**config.mk**
```make
export PLATFORM = sky130hd
export DESIGN_NAME = rect_bounce_ctl_flat
export DESIGN_NICKNAME = d
export VERILOG_FILES = /design/src/rtl/rect_bounce_ctl_pkg.sv /design/src/rtl/rect_bounce_ctl_if.sv /design/src/rtl/rect_bounce_ctl.sv /design/src/flat_wrapper.sv
export SDC_FILE = /design/constraint.sdc
export NUM_CORES = 1
export LEC_CHECK = 0
export CAP_MARGIN = 20
export CORE_UTILIZATION = 55
export CTS_CLUSTER_SIZE = 12
export DETAILED_ROUTE_END_ITERATION = 10
export PLACE_DENSITY_LB_ADDON = 0.05
export SETUP_SLACK_MARGIN = 0.2
export SYNTH_ARGS = -nofsm -noshare
export SYNTH_HDL_FRONTEND = slang
export SYNTH_SLANG_ARGS = --single-unit
```
**constraint.sdc**
```tcl
create_clock -name clk -period 6.5 [get_ports clk]
set_clock_uncertainty 0.05 [all_clocks]
set_input_delay 0.975 -clock clk [delete_from_list [all_inputs] [get_ports clk]]
set_output_delay 0.975 -clock clk [all_outputs]
set_load 0.01 [all_outputs]
```
**src/rtl/rect_bounce_ctl_pkg.sv**
```systemverilog
// Shared types and geometry constants for the bouncing-rectangle position controller.
package rect_bounce_ctl_pkg;

  localparam int unsigned RECT_LENGTH = 64;
  localparam int unsigned SCREEN_H    = 600;
  localparam int unsigned POS_W       = 12;
  localparam int unsigned VEL_W       = 6;

  typedef enum logic [1:0] {IDLE, FALL, RISE, DONE} bounce_state_t;

endpackage

```
**src/rtl/rect_bounce_ctl_if.sv**
```systemverilog
// Frame-tick inputs, mouse position and draw-stage position outputs of the controller.
interface rect_bounce_ctl_if;
  import rect_bounce_ctl_pkg::*;

  logic             vblnk;
  logic             start;
  logic [POS_W-1:0] xpos_in;
  logic [POS_W-1:0] ypos_in;
  logic [POS_W-1:0] xpos;
  logic [POS_W-1:0] ypos;
  logic             at_rest;

  modport master (
    output vblnk, start, xpos_in, ypos_in,
    input  xpos, ypos, at_rest
  );

  modport slave (
    input  vblnk, start, xpos_in, ypos_in,
    output xpos, ypos, at_rest
  );

endinterface

```
**src/rtl/rect_bounce_ctl.sv**
```systemverilog
// Per-frame rectangle position: follows the mouse when idle, otherwise falls,
// bounces with damping and settles on the floor. All updates happen on the
// rising edge of vblnk so the draw stage never sees a mid-frame change.
module rect_bounce_ctl
  import rect_bounce_ctl_pkg::*;
#(
  parameter int unsigned FLOOR_Y    = SCREEN_H - RECT_LENGTH,
  parameter int unsigned GRAVITY    = 1,
  parameter int unsigned VMAX       = 31,
  parameter int unsigned DAMP_SHIFT = 2,
  parameter int unsigned V_STOP     = 3
) (
  input logic              clk,
  input logic              rst_n,
  rect_bounce_ctl_if.slave bus
);

  localparam logic [POS_W:0]   FLOOR_Y13 = FLOOR_Y[POS_W:0];
  localparam logic [VEL_W-1:0] GRAV_V    = GRAVITY[VEL_W-1:0];
  localparam logic [VEL_W-1:0] VMAX_V    = VMAX[VEL_W-1:0];
  localparam logic [VEL_W-1:0] V_STOP_V  = V_STOP[VEL_W-1:0];

  bounce_state_t    r_state, w_state_n;
  logic [POS_W-1:0] r_xpos, w_xpos_n;
  logic [POS_W-1:0] r_ypos, w_ypos_n;
  logic [VEL_W-1:0] r_vel, w_vel_n;
  logic             r_at_rest, w_at_rest_n;
  logic             r_vblnk_d;
  logic             w_tick;

  // Fall/rise arithmetic carried one bit wider so overflow is caught before clamping
  logic [VEL_W:0]   w_vel_inc;
  logic [VEL_W-1:0] w_fall_vel;
  logic [POS_W:0]   w_fall_y;
  logic [VEL_W-1:0] w_bounce_vel;
  logic [VEL_W-1:0] w_rise_vel;
  logic             w_rise_hits_top;

  assign w_tick = bus.vblnk & ~r_vblnk_d;

  // Frame tick edge detector on vblnk
  always_ff @(posedge clk or negedge rst_n) begin
    if (!rst_n) begin
      r_vblnk_d <= 1'b0;
    end else begin
      r_vblnk_d <= bus.vblnk;
    end
  end

  // Motion arithmetic shared by the next-state logic
  always_comb begin
    w_vel_inc       = {1'b0, r_vel} + {1'b0, GRAV_V};
    w_fall_vel      = (w_vel_inc > {1'b0, VMAX_V}) ? VMAX_V : w_vel_inc[VEL_W-1:0];
    w_fall_y        = {1'b0, r_ypos} + {{(POS_W + 1 - VEL_W){1'b0}}, w_fall_vel};
    w_bounce_vel    = w_fall_vel - (w_fall_vel >> DAMP_SHIFT);
    w_rise_vel      = (r_vel > GRAV_V) ? (r_vel - GRAV_V) : '0;
    w_rise_hits_top = !(r_ypos > {{(POS_W - VEL_W){1'b0}}, r_vel});
  end

  // Next state, next position and next velocity for the coming frame tick
  always_comb begin
    w_state_n   = r_state;
    w_xpos_n    = r_xpos;
    w_ypos_n    = r_ypos;
    w_vel_n     = r_vel;
    w_at_rest_n = r_at_rest;
    case (r_state)
      IDLE: begin
        w_xpos_n    = bus.xpos_in;
        w_ypos_n    = ({1'b0, bus.ypos_in} > FLOOR_Y13) ? FLOOR_Y13[POS_W-1:0] : bus.ypos_in;
        w_vel_n     = '0;
        w_at_rest_n = 1'b0;
        if (bus.start) begin
          w_state_n = FALL;
        end
      end
      FALL: begin
        if (w_fall_y < FLOOR_Y13) begin
          w_ypos_n = w_fall_y[POS_W-1:0];
          w_vel_n  = w_fall_vel;
        end else begin
          w_ypos_n = FLOOR_Y13[POS_W-1:0];
          if (w_bounce_vel < V_STOP_V) begin
            w_vel_n     = '0;
            w_state_n   = DONE;
            w_at_rest_n = 1'b1;
          end else begin
            w_vel_n   = w_bounce_vel;
            w_state_n = RISE;
          end
        end
      end
      RISE: begin
        w_ypos_n = w_rise_hits_top ? '0 : (r_ypos - {{(POS_W - VEL_W){1'b0}}, r_vel});
        // Apex reached (or ceiling hit): restart the fall from standstill
        if (w_rise_hits_top || (w_rise_vel == '0)) begin
          w_vel_n   = '0;
          w_state_n = FALL;
        end else begin
          w_vel_n = w_rise_vel;
        end
      end
      DONE: begin
        w_ypos_n    = FLOOR_Y13[POS_W-1:0];
        w_at_rest_n = 1'b1;
        // Releasing start re-arms; holding it keeps the rectangle parked
        if (!bus.start) begin
          w_state_n   = IDLE;
          w_at_rest_n = 1'b0;
        end
      end
      default: begin
        w_state_n   = IDLE;
        w_vel_n     = '0;
        w_at_rest_n = 1'b0;
      end
    endcase
  end

  // State and registered outputs advance only on the frame tick
  always_ff @(posedge clk or negedge rst_n) begin
    if (!rst_n) begin
      r_state   <= IDLE;
      r_xpos    <= '0;
      r_ypos    <= '0;
      r_vel     <= '0;
      r_at_rest <= 1'b0;
    end else if (w_tick) begin
      r_state   <= w_state_n;
      r_xpos    <= w_xpos_n;
      r_ypos    <= w_ypos_n;
      r_vel     <= w_vel_n;
      r_at_rest <= w_at_rest_n;
    end
  end

  assign bus.xpos    = r_xpos;
  assign bus.ypos    = r_ypos;
  assign bus.at_rest = r_at_rest;

endmodule

```
**src/flat_wrapper.sv**
```systemverilog
// flat-port wrapper written by rule: the top's interface ports become plain ports
module rect_bounce_ctl_flat import rect_bounce_ctl_pkg::*;
#(
  parameter int unsigned FLOOR_Y    = SCREEN_H - RECT_LENGTH,
  parameter int unsigned GRAVITY    = 1,
  parameter int unsigned VMAX       = 31,
  parameter int unsigned DAMP_SHIFT = 2,
  parameter int unsigned V_STOP     = 3
)
  (clk, rst_n, bus_vblnk, bus_start, bus_xpos_in, bus_ypos_in, bus_xpos, bus_ypos, bus_at_rest);
  rect_bounce_ctl_if bus_i ();
  input logic clk;
  input logic rst_n;
  input wire logic [$bits(bus_i.vblnk)-1:0] bus_vblnk;
  input wire logic [$bits(bus_i.start)-1:0] bus_start;
  input wire logic [$bits(bus_i.xpos_in)-1:0] bus_xpos_in;
  input wire logic [$bits(bus_i.ypos_in)-1:0] bus_ypos_in;
  output wire logic [$bits(bus_i.xpos)-1:0] bus_xpos;
  output wire logic [$bits(bus_i.ypos)-1:0] bus_ypos;
  output wire logic [$bits(bus_i.at_rest)-1:0] bus_at_rest;
  assign bus_i.vblnk = bus_vblnk;
  assign bus_i.start = bus_start;
  assign bus_i.xpos_in = bus_xpos_in;
  assign bus_i.ypos_in = bus_ypos_in;
  assign bus_xpos = bus_i.xpos;
  assign bus_ypos = bus_i.ypos;
  assign bus_at_rest = bus_i.at_rest;
  rect_bounce_ctl #(.FLOOR_Y(FLOOR_Y), .GRAVITY(GRAVITY), .VMAX(VMAX), .DAMP_SHIFT(DAMP_SHIFT), .V_STOP(V_STOP)) u_core (.clk(clk), .rst_n(rst_n), .bus(bus_i));
endmodule
```
Word level (Yosys, flattened, before mapping)
Index checks and enable logic that the tools add are counted.

storage, ports and cells
  word-level logic and storage cells = 57
  register bits = 34

cells by class
  order comparisons = 6
  eq/ne operators = 8
  $add $sub $neg = 5
  reduce and logical (&&, ||, !) cells = 10
  bitwise logic cells = 2
  muxes and demuxes = 20

operators by type and width
  cell                    number
  $pmux W12 S4            1
  $mux W12                3
  $mux W6                 5
  $pmux W6 S3             1
  $add A12 B6 Y13         1
  $lt A13 B10 Y1 const B  1
  $gt A12 B10 Y1 const B  1
  $gt A12 B6 Y1           1
  $sub A12 B6 Y12         1
  $mux W2                 4
  $pmux W2 S4             1
  $add A6 B1 Y7 const B   1
  $gt A7 B5 Y1 const B    1
  $gt A6 B1 Y1 const B    1
  $logic_not A6 Y1        1
  $lt A6 B2 Y1 const B    1
  $ne A2 B2 Y1 const B    3
  $reduce_bool A3 Y1      2
  $sub A6 B1 Y6 const B   1
  $sub A6 B4 Y6           1
  $reduce_and A5 Y1       1
  $eq A2 B2 Y1 const B    2
  $mux W1                 4
  $ne A2 B1 Y1 const B    2
  9 further kinds         10

Logic depth before layout (Yosys ltp)
  depth after elaboration = 8
  gate-level depth with buffers = 18
  depth with buffers taken out = 17

Least setup slack after synthesis
No wires, ideal clock.

  path type = reg-to-reg
  start point = register u_core.r_vel[0]
  end point = register u_core.r_vel[2]
  data required time = 6.321 ns
  slack = 2.726 ns
  arrival = 3.596 ns
  stages on the path, launching flop included = 19
  library setup time = 0.129 ns
  cells stage by stage = dfrtp_1 -> inv_1 -> ha_1 -> nor4b_1 -> o21ai_1 -> a21oi_1 -> o22ai_1 -> nand2_1 -> ha_1 -> fa_1 -> nand3_2 -> nand2_1 -> xor2_1 -> a21oi_1 -> a31oi_4 -> nand2b_1 -> buf_4 -> a221oi_2 -> o21ai_1

between the ends
  longest elaborated chain between the ends = 8
  elaborated cells between the ends (all ways) = 18

ends and longest elaborated chain
  element                                                                  RTL line                source
  start, declared                                                          rect_bounce_ctl.sv:26   logic [VEL_W-1:0] r_vel, w_vel_n;
  start signal, assigned                                                   rect_bounce_ctl.sv:132  r_vel <= w_vel_n;
  parallel branches: the longest is 7 deep, another holds $add A12 B6 Y13  -
  $pmux W6 S3 *                                                            rect_bounce_ctl.sv:67   case (r_state)

Mark *: on every way between the ends.
A chain may end at the register's enable or synchronous reset.

Final worst setup path
  start point = register u_core.r_vel[0]
  end point = register u_core.r_vel[3]

Same word-level chain as after synthesis.

==> reports/qor.csv <==
stage;metric;value;unit
setup_path;r2r_start;u_core.r_vel[0]$_DFFE_PN0P_;
drt;post_drt_wl_per_cell;17.71;um
hold_path;hold_depth;1;
global_routing;grt_pass1_wl;13820;um
global_routing;grt-ovfl-total;0;
drt;finalWirelength;8517;um
cells_and_area;final_nets;468;
timing;rsz0062_at_grt;no;
global_routing;grt_util_all_layers;29.78;%
setup_path;cp-start-kind;register;
setup_path;crit_type;reg -> reg;
setup_path;timing.rr.end;u_core.r_vel[3]$_DFFE_PN0P_;
clocking;cts_max_path_buffers;2;
clocking;cts-resized-gates;0;
cells_and_area;diodes;0;
yosys;avgSynthCellArea;8.500;um2
yosys;yosysWarnings;0;
placement;hpwl;6450;um
floorplan;dieArea;5914;um2
yosys;synthSimpleGateAreaFrac;19.99;%
clocking;cts_tree;yes;
timing;setup_viol;0;
yosys;synth_seq_area_share;27.58;%
hold_path;whs_endpoint;u_core.bus.xpos[5]$_DFFE_PN0P_;
clocking;post_cts_buffers;0;
timing;layout_min_cycle_time;4.492;ns
power;p_per_area;549.7;nW/um2
drt;viasPerCell;6.308;
cells_and_area;finalInstanceArea;3787;um2
power;power_switching;1.019;mW
timing;slew_headroom;29.24;%
power;seq_power_share;20.2;%
placement;placed_area;3650;um2
run;max-cap-violations;0;
yosys;yosysUniqueCellTypes;64;
timing;fin_tns_setup;0;ns
global_routing;grt_pass1_vias;2819;
cells_and_area;stdcell_count;481;
yosys;ys_top_cells_by_area;dfrtp_1 28%, ha_1 11%, a21oi_1 5.0%;
timing;slew_viol_final;0;
floorplan;rows;26;
cells_and_area;area_delta_synth_final;22.75;%
setup_path;reg2reg_slack;2.01;ns
drt;route.detailed.drc;0;
floorplan;start_util;58.55;%
yosys;syn-num-nets;421;
hold_path;hp-class;reg -> reg;
clocking;clkSinkCount;34;
power;leakagePower;1.568;nW
power;ir_drop;0.3185;mV
cells_and_area;drive_gt1_share;9.489;%
yosys;synth_top_family_by_area;compound AO/OA/AOI/OAI gates;
yosys;yosys.area.top_type;dfrtp_1;
floorplan;dieHeight;76.90;um
setup_path;endpoint_kind;register;
placement;dp_cells;473;
global_routing;grt_use_met1;40.18;%
timing;finalCritPeriodShare;69.12;%
power;intPower;1.063;mW
yosys;synth-xor-area-share;4.785;%
yosys;ys_ff_latch;34;
global_routing;grt_util_met2;46.43;%
global_routing;grt_max_degree;35;
yosys;syn_inst;363;
clocking;cts_hold_buf;0;
clocking;htree_levels;2;
setup_path;crit_arrival;4.63;ns
yosys;synth_top_area_share;27.58;%
floorplan;core;5270;um2
status;status;completed;
hold_path;worstHoldStart;u_core.bus.xpos[5]$_DFFE_PN0P_;
yosys;synth_area;3085;um2
power;clockPowerShare;11.6;%
yosys;synth_edf_count;0;
timing;fmax;222.6;MHz
yosys;synthMuxAreaShare;5.839;%
yosys;synth_flop_cell;dfrtp_1;
timing;worstMarginPinSlew;1.055;ns
global_routing;grt_use_met3;6.548;%
setup_path;crit_required;6.63;ns
drt;first_pass_iters;6;
clocking;path_clk_slew;0.08;ns
yosys;synth_compound_area_share;23.68;%
clocking;root_buffer;clkbuf_8;
drt;dr_total_vias;3034;
clocking;clk-insertion-delay-late;0.29;ns
global_routing;antenna_found_initial;0;
yosys;post_synth_fa_ha_maj_area_fraction;12.90;%
power;switching_share;48.94;%
power;combinationalPowerShare;68.3;%
yosys;synthArstFlopShare;100.0;%
global_routing;grt_busiest_layer;met2;
clocking;cts_made_buffers;5;
placement;place_congestion;0.9261;
floorplan;fp.dieW;76.90;um
placement;portBuffers;52;
setup_path;rr_worst_depth;17;
drt;drtIter0Drc;281;
timing;finalHoldViolCount;0;
floorplan;io_pins;53;
setup_path;crit_path_max_fanout;11;
drt;final_antenna_net_count;0;
-- cell usage after synthesis, drive strengths merged, types with 4 or more instances --
cell type,n
nor2,31
nand2b,8
ha,27
o211ai,6
nand3,11
mux2,13
a211oi,8
xnor2,6
a31oi,5
a21oi,32
or3,4
o21ai,21
a221oi,4
a21o,6
clkbuf,8
dfrtp,34
nor4,4
buf,6
nand2,33
xor2,10
nor3,14
inv,24
-- logic make-up (layout without fill, tap and decap cells) --
group / after synthesis / after routing
xor+xnor: 16 / 16
flops: 34 / 34
simple gates: 122 / 122
other cells: 2 / 2
mux: 16 / 16
fa+ha+maj: 30 / 30
compound gates: 105 / 105
buf+inv: 38 / 86
-- flip-flops by register name, summed over array words and instances, names as in the netlist --
signal,flops
u_core.bus.at_rest,1
u_core.bus.xpos,12
u_core.bus.ypos,12
u_core.r_state,2
u_core.r_vblnk_d,1
u_core.r_vel,6
-- per-layer routing --
| layer | wire (um) | part of all wire (%) |
|---|---|---|
| met5 | 0 | 0 |
| met4 | 215 | 2.5 |
| met2 | 3881 | 46 |
| met1 | 3603 | 42 |
| met3 | 817 | 9.6 |
-- placed cells by master, fill, tap and decap left out, types with 3 or more instances in the layout --
| cell type | count |
|---|---|
| mux2_2 | 12 |
| nand4_1 | 3 |
| ha_1 | 27 |
| o21ai_1 | 10 |
| and3_1 | 3 |
| nor2b_1 | 3 |
| a31oi_1 | 3 |
| clkbuf_8 | 5 |
| nand2_1 | 32 |
| a21oi_1 | 31 |
| or3_1 | 4 |
| dfrtp_1 | 34 |
| clkdlybuf4s50_1 | 52 |
| inv_1 | 23 |
| a21o_1 | 6 |
| nor3_1 | 14 |
| nand3_1 | 10 |
| xor2_1 | 9 |
| nor4_1 | 4 |
| fa_1 | 3 |
| a211oi_1 | 6 |
| o221ai_1 | 3 |
| nor2_1 | 30 |
| o21ai_0 | 10 |
| xnor2_1 | 6 |
| a221oi_1 | 3 |
| mux2i_1 | 3 |
| o211ai_1 | 6 |
| nand2b_1 | 8 |
-- power by group through the flow --
stage / combinational [mW] / sequential, mW / clock [mW]
after floorplan: 1.00 / 0.404 / 0
final: 1.42 / 0.420 / 0.241
after detailed placement: 1.39 / 0.420 / 0
after CTS: 1.40 / 0.416 / 0.241
after global routing: 1.54 / 0.437 / 0.249
after global placement: 1.37 / 0.416 / 0
-- per-stage QoR --
| stage | hold WS (ns) | util, % | total power [mW] | setup slack, ns |
|---|---|---|---|---|
| final | 0.4543 | 71.87 | 2.082 | 2.008 |
| after global routing | 0.4841 | 71.87 | 2.223 | 1.678 |
| after CTS | 0.4586 | 71.87 | 2.055 | 2.094 |
| after detailed placement | 0.4415 | 69.25 | 1.806 | 2.114 |
| after global placement | 0.4354 | 69.25 | 1.787 | 2.176 |
| after floorplan | 0.4574 | - | 1.404 | 2.726 |
-- critical path, stage by stage, from the launching register on --
cell and delay (ns):
dfrtp_1 0.53, inv_1 0.14, ha_1 0.38, nor4b_1 0.17
o21ai_1 0.17, a21oi_1 0.08, o22ai_1 0.30, nand2_1 0.17
ha_1 0.26, fa_1 0.43, nand3_2 0.13, nand2_1 0.08
xor2_1 0.18, a21oi_1 0.14, a31oi_4 0.32, nand2b_1 0.50
mux2i_1 0.26, o21ai_1 0.08
-- worst max path at each step --
stage	start	to	cells past startpoint
global placement	u_core.r_vel[0]$_DFFE_PN0P_	u_core.r_vel[3]$_DFFE_PN0P_	17
detailed placement	u_core.r_vel[0]$_DFFE_PN0P_	u_core.r_vel[1]$_DFFE_PN0P_	17
finish	u_core.r_vel[0]$_DFFE_PN0P_	u_core.r_vel[3]$_DFFE_PN0P_	17
global route	u_core.r_vel[0]$_DFFE_PN0P_	u_core.r_vel[5]$_DFFE_PN0P_	16
floorplan	u_core.r_vel[0]$_DFFE_PN0P_	u_core.r_vel[2]$_DFFE_PN0P_	18
CTS	u_core.r_vel[0]$_DFFE_PN0P_	u_core.r_vel[3]$_DFFE_PN0P_	16
-- area by class of cell --
type	instances	area, um2
Timing Repair Buffer	54	535.5
Sequential cell	34	850.8
Fill cell	417	1483
Multi-Input combinational cell	291	2086
Clock buffer	5	68.82
Inverter	24	90.09
Clock inverter	3	68.82
Tap cell	70	87.58
(Power assumes the default switching activity.)
